File: config.mk
export PLATFORM = sky130hd
export DESIGN_NAME = sha256_msg_sched
export DESIGN_NICKNAME = d
export VERILOG_FILES = /design/src/rtl/sha256_msg_sched.sv
export SDC_FILE = /design/constraint.sdc
export NUM_CORES = 2
export LEC_CHECK = 0
export CORE_UTILIZATION = 34
export CTS_CLUSTER_DIAMETER = 200
export DETAILED_ROUTE_END_ITERATION = 8
export GPL_TIMING_DRIVEN = 0
export PLACE_DENSITY = 0.6
export SYNTH_ARGS = -nofsm -noshare
export SYNTH_HDL_FRONTEND = slang
export SYNTH_SLANG_ARGS = --single-unit
File: constraint.sdc
create_clock -name clk -period 43.8 [get_ports clk]
set_input_delay 8.76 -clock clk [delete_from_list [all_inputs] [get_ports clk]]
set_output_delay 8.76 -clock clk [all_outputs]
set_load 0.005 [all_outputs]
File: src/rtl/sha256_msg_sched.sv
// SHA-256 message-schedule expander: loads one 512-bit block and streams W[0..ROUNDS-1].
// Optional macro SCHED_BACK2BACK_EN lets the next block load on the final-word cycle.

module sha256_rotr #(
  parameter int unsigned AMT = 1
) (
  input  logic [31:0] x_i,
  output logic [31:0] y_o
);
  assign y_o = {x_i[AMT-1:0], x_i[31:AMT]};
endmodule

module sha256_msg_sched #(
  parameter int unsigned ROUNDS = 64
) (
  input  logic         clk,
  input  logic         rst,
  input  logic         blk_valid,
  output logic         blk_ready,
  input  logic [511:0] blk_data,
  output logic         w_valid,
  input  logic         w_ready,
  output logic [31:0]  w_data,
  output logic [5:0]   w_idx,
  output logic         w_last
);

  if (ROUNDS < 16 || ROUNDS > 64) begin : g_bad_rounds
    $error("sha256_msg_sched: ROUNDS must lie in 16..64");
  end

  localparam logic [5:0] LAST_IDX = 6'(ROUNDS - 1);

  typedef enum logic {
    S_IDLE,
    S_EMIT
  } state_e;

  state_e      state_q, state_d;
  logic [5:0]  t_q, t_d;
  logic [31:0] win_q [16];
  logic [31:0] win_d [16];

  // Sigma functions over the sliding window: s0 reads W[t+1], s1 reads W[t+14].
  logic [31:0] r7, r18, r17, r19;
  logic [31:0] sig0, sig1, w_next;

  sha256_rotr #(.AMT(7))  u_rotr7  (.x_i(win_q[1]),  .y_o(r7));
  sha256_rotr #(.AMT(18)) u_rotr18 (.x_i(win_q[1]),  .y_o(r18));
  sha256_rotr #(.AMT(17)) u_rotr17 (.x_i(win_q[14]), .y_o(r17));
  sha256_rotr #(.AMT(19)) u_rotr19 (.x_i(win_q[14]), .y_o(r19));

  assign sig0   = r7  ^ r18 ^ (win_q[1]  >> 3);
  assign sig1   = r17 ^ r19 ^ (win_q[14] >> 10);
  assign w_next = sig1 + win_q[9] + sig0 + win_q[0];

  logic w_fire, blk_fire, is_last;

  assign is_last = (t_q == LAST_IDX);
  assign w_fire  = (state_q == S_EMIT) && w_ready;

`ifdef SCHED_BACK2BACK_EN
  assign blk_ready = (state_q == S_IDLE) || (w_fire && is_last);
`else
  assign blk_ready = (state_q == S_IDLE);
`endif

  assign blk_fire = blk_valid && blk_ready;

  // Outputs come straight from state, so an async reset clears them immediately.
  assign w_valid = (state_q == S_EMIT);
  assign w_data  = win_q[0];
  assign w_idx   = t_q;
  assign w_last  = w_valid && is_last;

  always_comb begin
    // NOTE: every next-state signal gets a hold default first so no path leaves it unassigned (no latch).
    state_d = state_q;
    t_d     = t_q;
    win_d   = win_q;

    if (w_fire) begin
      for (int i = 0; i < 15; i++) begin
        win_d[i] = win_q[i+1];
      end
      win_d[15] = w_next;
      t_d       = t_q + 6'd1;
      if (is_last) begin
        state_d = S_IDLE;
      end
    end

    // A block load wins over the final-word shift when both land on one edge.
    if (blk_fire) begin
      for (int i = 0; i < 16; i++) begin
        win_d[i] = blk_data[511 - 32*i -: 32];
      end
      t_d     = '0;
      state_d = S_EMIT;
    end
  end

  // NOTE: sequential state uses non-blocking assignments so every register samples pre-edge values.
  always_ff @(posedge clk or posedge rst) begin
    if (rst) begin
      state_q <= S_IDLE;
      t_q     <= '0;
      // NOTE: the window is reset too, so an abandoned block leaves no data behind.
      for (int i = 0; i < 16; i++) begin
        win_q[i] <= '0;
      end
    end else begin
      state_q <= state_d;
      t_q     <= t_d;
      win_q   <= win_d;
    end
  end

endmodule

After elaboration in Yosys (flattened, before gate mapping) --
Cells that the tools add are included.
Storage, ports and cells: logic and storage cells 41, register bits 519, bits of input ports 516, output and inout port bits 41
Operators by class: bitwise operators 5, add/sub/neg operators 4, muxes and demuxes 7, equality and inequality tests 1, reductions and logical operators 6
Operators by type and width (number):
- $mux W512 | 2
- $add A32 B32 Y32 | 3
- $xor A32 B32 Y32 | 2
- $xor A32 B22 Y32 | 1
- $xor A32 B29 Y32 | 1
- $mux W6 | 2
- $add A6 B1 Y6 const B | 1
- $eq A6 B6 Y1 const B | 1
- $reduce_bool A2 Y1 | 2
- $logic_and A1 B1 Y1 | 3
- $mux W1 | 3
- $reduce_and A2 Y1 | 1
- $not A1 Y1 | 1

Depth between registers and ports, before layout --
depth in word-level cells 7, mapped depth 15

Cells and area by module --
From an unflattened synthesis, not the netlist that was laid out.
Second synthesis, totals: cell total of the unflattened synthesis 3502, area total of the unflattened synthesis 28598.7 um^2
Modules (own cells, without submodules):
- sha256_msg_sched | instances 1, seq. area each 12987.5 um^2, cells each 3374, area an instance 27637.8 um^2
- sha256_rotr | instances 4, seq. area each 0.0 um^2, cells each 32, area an instance 240.2 um^2

Worst setup path after synthesis --
OpenSTA, ideal clock, no wires.
kind input to register, from input w_ready, to register win_q[187] (netlist bit), library setup time 0.082 ns, slack 33.764 ns, arrival time 9.954 ns, buffers on the path 4, stages on the path 7, cells stage by stage and2_1 > clkbuf_1 > buf_2 > clkbuf_1 > clkbuf_1 > nand2_1 > a31oi_1
Between the ends: longest elaborated chain between the ends 2
Ends and longest elaborated chain:
- from (decl) | line 22 | input logic w_ready,
- $logic_and A1 B1 Y1 | line 60 | assign w_fire = (state_q == S_EMIT) && w_ready;
- $reduce_bool A2 Y1 (no line)
- to (signal assigned) | line 115 | win_q <= win_d;
- to (decl) | line 41 | logic [31:0] win_q [16];
Every way passes these cells. A chain may end at the register's enable or synchronous reset.

Worst setup path after layout --
from input blk_valid, to register win_q[192] (netlist bit)
Between the ends: longest elaborated chain between the ends 2
Ends and longest elaborated chain:
- from (decl) | line 18 | input logic blk_valid,
- $logic_and A1 B1 Y1 (*) | line 68 | assign blk_fire = blk_valid && blk_ready;
- $mux W512 or $reduce_bool A2 Y1 (tied branches)
Mark *: on every way between the ends. The rest lies on a longest branch, timed or not.

==> impl_metrics.ini <==
[power_and_ir_drop]
switching_share_pct = 46.2
p_leak_nw = 16.0
internal_power_w = 0.00146
combinationalPowerShare_pct = 56.1
irDropWorstVdd_uv = 67.0
p_seq_share_pct = 25.8
p_per_area_nw_per_um2 = 74.2
total_power_w = 0.00272
clock_power_share_pct = 18.1
net-switching-power_w = 0.00125

[synthesis]
syn-cell-area_sq_um = 27700
ys_types = 66
yosys.area_share.simple_pct = 21.8
synthesis.area_per_instance_sq_um = 8.16
yosys_warnings = 0
ys_seq_area_share_pct = 46.9
yosys-mux-area-fraction_pct = 0.0723
ys_ff_latch = 519
synth_top_family_by_area = simple AND/OR/NAND/NOR gates
synth-compound-area-share_pct = 14.5
synth-async-reset-ratio_pct = 100
synth_edf_count = 0
synthXorXnorAreaFrac_pct = 4.55
synthAdderAreaFrac_pct = 5.93
yosys_most_used_dff = dfrtp_1
synth_fp_nets = 4007
syn_inst = 3397

[clocking]
numCtsBuffers = 57
clk_pin_slew_ps = 70
clk_path_buf_depth = 3
ctsResizeCount = 0
tritoncts = done
ctsHtreeMaxLevel = 2
cts_root_buffer = clkbuf_16
insertion_delay_ps = 640
cts_sinks = 519
post_cts_buffers = 0
hold_buffers = 0

[grt]
grt_usage_pct = 28.9
antenna_found_initial = 9
grt_pass1_vias = 26900
grt.overflow.total = 0
grt_max_degree = 123
grt_pass1_wl_um = 175000

[worst_setup_path]
worstSetupPathType = input pin to flop
critical_path.cell_chain = clkdlybuf4s50_1 > nand2_1 > clkbuf_1 > clkbuf_1 > buf_1 > a31oi_1
cp-start-kind = input pin
worstPathRequired_ps = 44270
cp_max_fo = 10
crit_path_max_incr_delay_ps = 1090
crit_slowest_cell = clkbuf_1
r2r_slack_ps = 38980
critPathArrivalTime_ps = 12220
cpMostUsedCell = clkbuf_1
endpoint_kind = flop

[timing]
worst_hold_slack_ps = 526
finalSetupTns_ps = 0
fin_worst_skew_ps = 40.4
rsz0062_at_grt = false
slew_headroom_pct = 6.56
finalHoldViolations = 0
final.min_clock_period_ps = 11750
drv_slew = 0
setup_violations = 0
fmax_mhz = 85.1
worst-slew-pin-transition_ps = 1400
timing.final.crit_share_pct = 26.8
worst_slack_ps = 32050

[die]
coreArea_sq_um = 80500
io_pins = 557
start_util_pct = 34.4
rows = 104
die_y_um = 287
dieArea_sq_um = 82600
dieWidth_um = 287

[drt]
first_iter_violations = 2510
drc = 0
drt_wl_total_um = 121000
wl_met2_um = 55600
dr_total_vias = 27200
top_layer_used = met5
drt_first_pass_iters = 5
wirelength_met1_um = 51900
vias_per_cell = 5.32
final_antenna_net_count = 0
wl_per_cell_um = 23.7
wl_met3_um = 9600

[finish]
layout_commonest_cell = nand2_1
layout-drive-gt1-share_pct = 3.84
area_delta_synth_final_pct = 32.1
nNetsFinal = 4626
mostFrequentLayoutCells = nand2_1 (1,005), clkdlybuf4s50_1 (556), dfrtp_1 (519)

[place]
dpl.hpwl_um = 97500
portBuffers = 556
dp_slack_ps = 31350
gp_congestion = 0.961

[run]
cap_viol_max_count = 0

[min_path]
min_path_type = flop to flop

[run_status]
outcome = complete, no violations
==> cell type report <==
class	instances	area (sq um)
Fill cell	8057	44000
Sequential cell	519	13000
Multi-Input combinational cell	2449	13000
Timing Repair Buffer	560	5680
Clock buffer	78	1620
Tap cell	1060	1330
Buffer	306	1280
Inverter	123	469
Clock inverter	24	258
Antenna cell	3	7.51
==> synth_stat cells (all sizes together) (5+ instances only) <==
cell type	count	area [sq um]
xor2	71	622
nand3	15	80.1
a31oi	492	3080
dfrtp	519	13000
nor2	517	1940
o21ai	26	130
buf	56	344
a22oi	5	37.5
o22ai	11	68.8
xnor2	73	639
nand4	8	56.3
a21o	11	83.8
a21oi	56	284
ha	32	400
nand2	1005	3770
o21a	5	38.8
clkbuf	250	938
and3	7	46.3
fa	62	1240
inv	123	462
==> path summary, 6_finish.rpt <==
kind | from | to | depth (start not counted)
setup / recovery | blk_valid | win_q[192] | 6
hold / removal | win_q[8] | win_q[8] | 2
setup reg to reg | win_q[456] | win_q[25] | 15
hold reg to reg | win_q[8] | win_q[8] | 2
max in group asynchronous | rst | win_q[261] | 4
min in group asynchronous | rst | win_q[55] | 2
==> metrics by stage <==
stage                     util, %  std cells  area [sq um]
final                        45.4       5122         36600
after global routing         45.4       5121         36600
after CTS                    45.4       5119         36600
after detailed placement     43.1       5017         34700
after global placement       42.9       5013         34600
after floorplan                 -       3397         27700
==> registers in the layout, indices dropped and copies added, names as in the netlist <==
register,count
win_q,480
w_idx,6
w_valid,1
w_data,32
==> power by group through the flow <==
| stage | Clock [W] | Combinational, W | Sequential, W |
|---|---|---|---|
| floorplan | 0 | 0.00101 | 0.000663 |
| global placement | 0 | 0.00149 | 0.000705 |
| detailed placement | 0 | 0.00150 | 0.000704 |
| CTS | 0.000496 | 0.00151 | 0.000697 |
| global route | 0.000513 | 0.00166 | 0.000711 |
| finish | 0.000492 | 0.00152 | 0.000700 |
==> metal layers <==
layer,vias to the layer above,global-route usage (%)
li1,12400,-
met1,13400,39.9
met3,191,4.91
met5,-,0
met2,1210,45.7
met4,12,9.57
==> worst max-delay path: cells and delay by family <==
family | cells | cell delay (ps)
buffers and inverters | 4 | 2690
and+or+nand+nor | 1 | 580
AOI/OAI and AO/OA | 1 | 160
==> cells by family (layout without fill, tap and decap cells) <==
group                      after synthesis  in the layout
and+or+nand+nor                       1573           1573
DFF                                    519            519
adders and majority gates               94             94
other                                    0              3
muxes                                    2              2
buffers and inverters                  429           1091
xor gates and xnor gates               144            144
AOI/OAI and AO/OA                      636            636
Note: power is estimated with default switching activity, not from simulation.
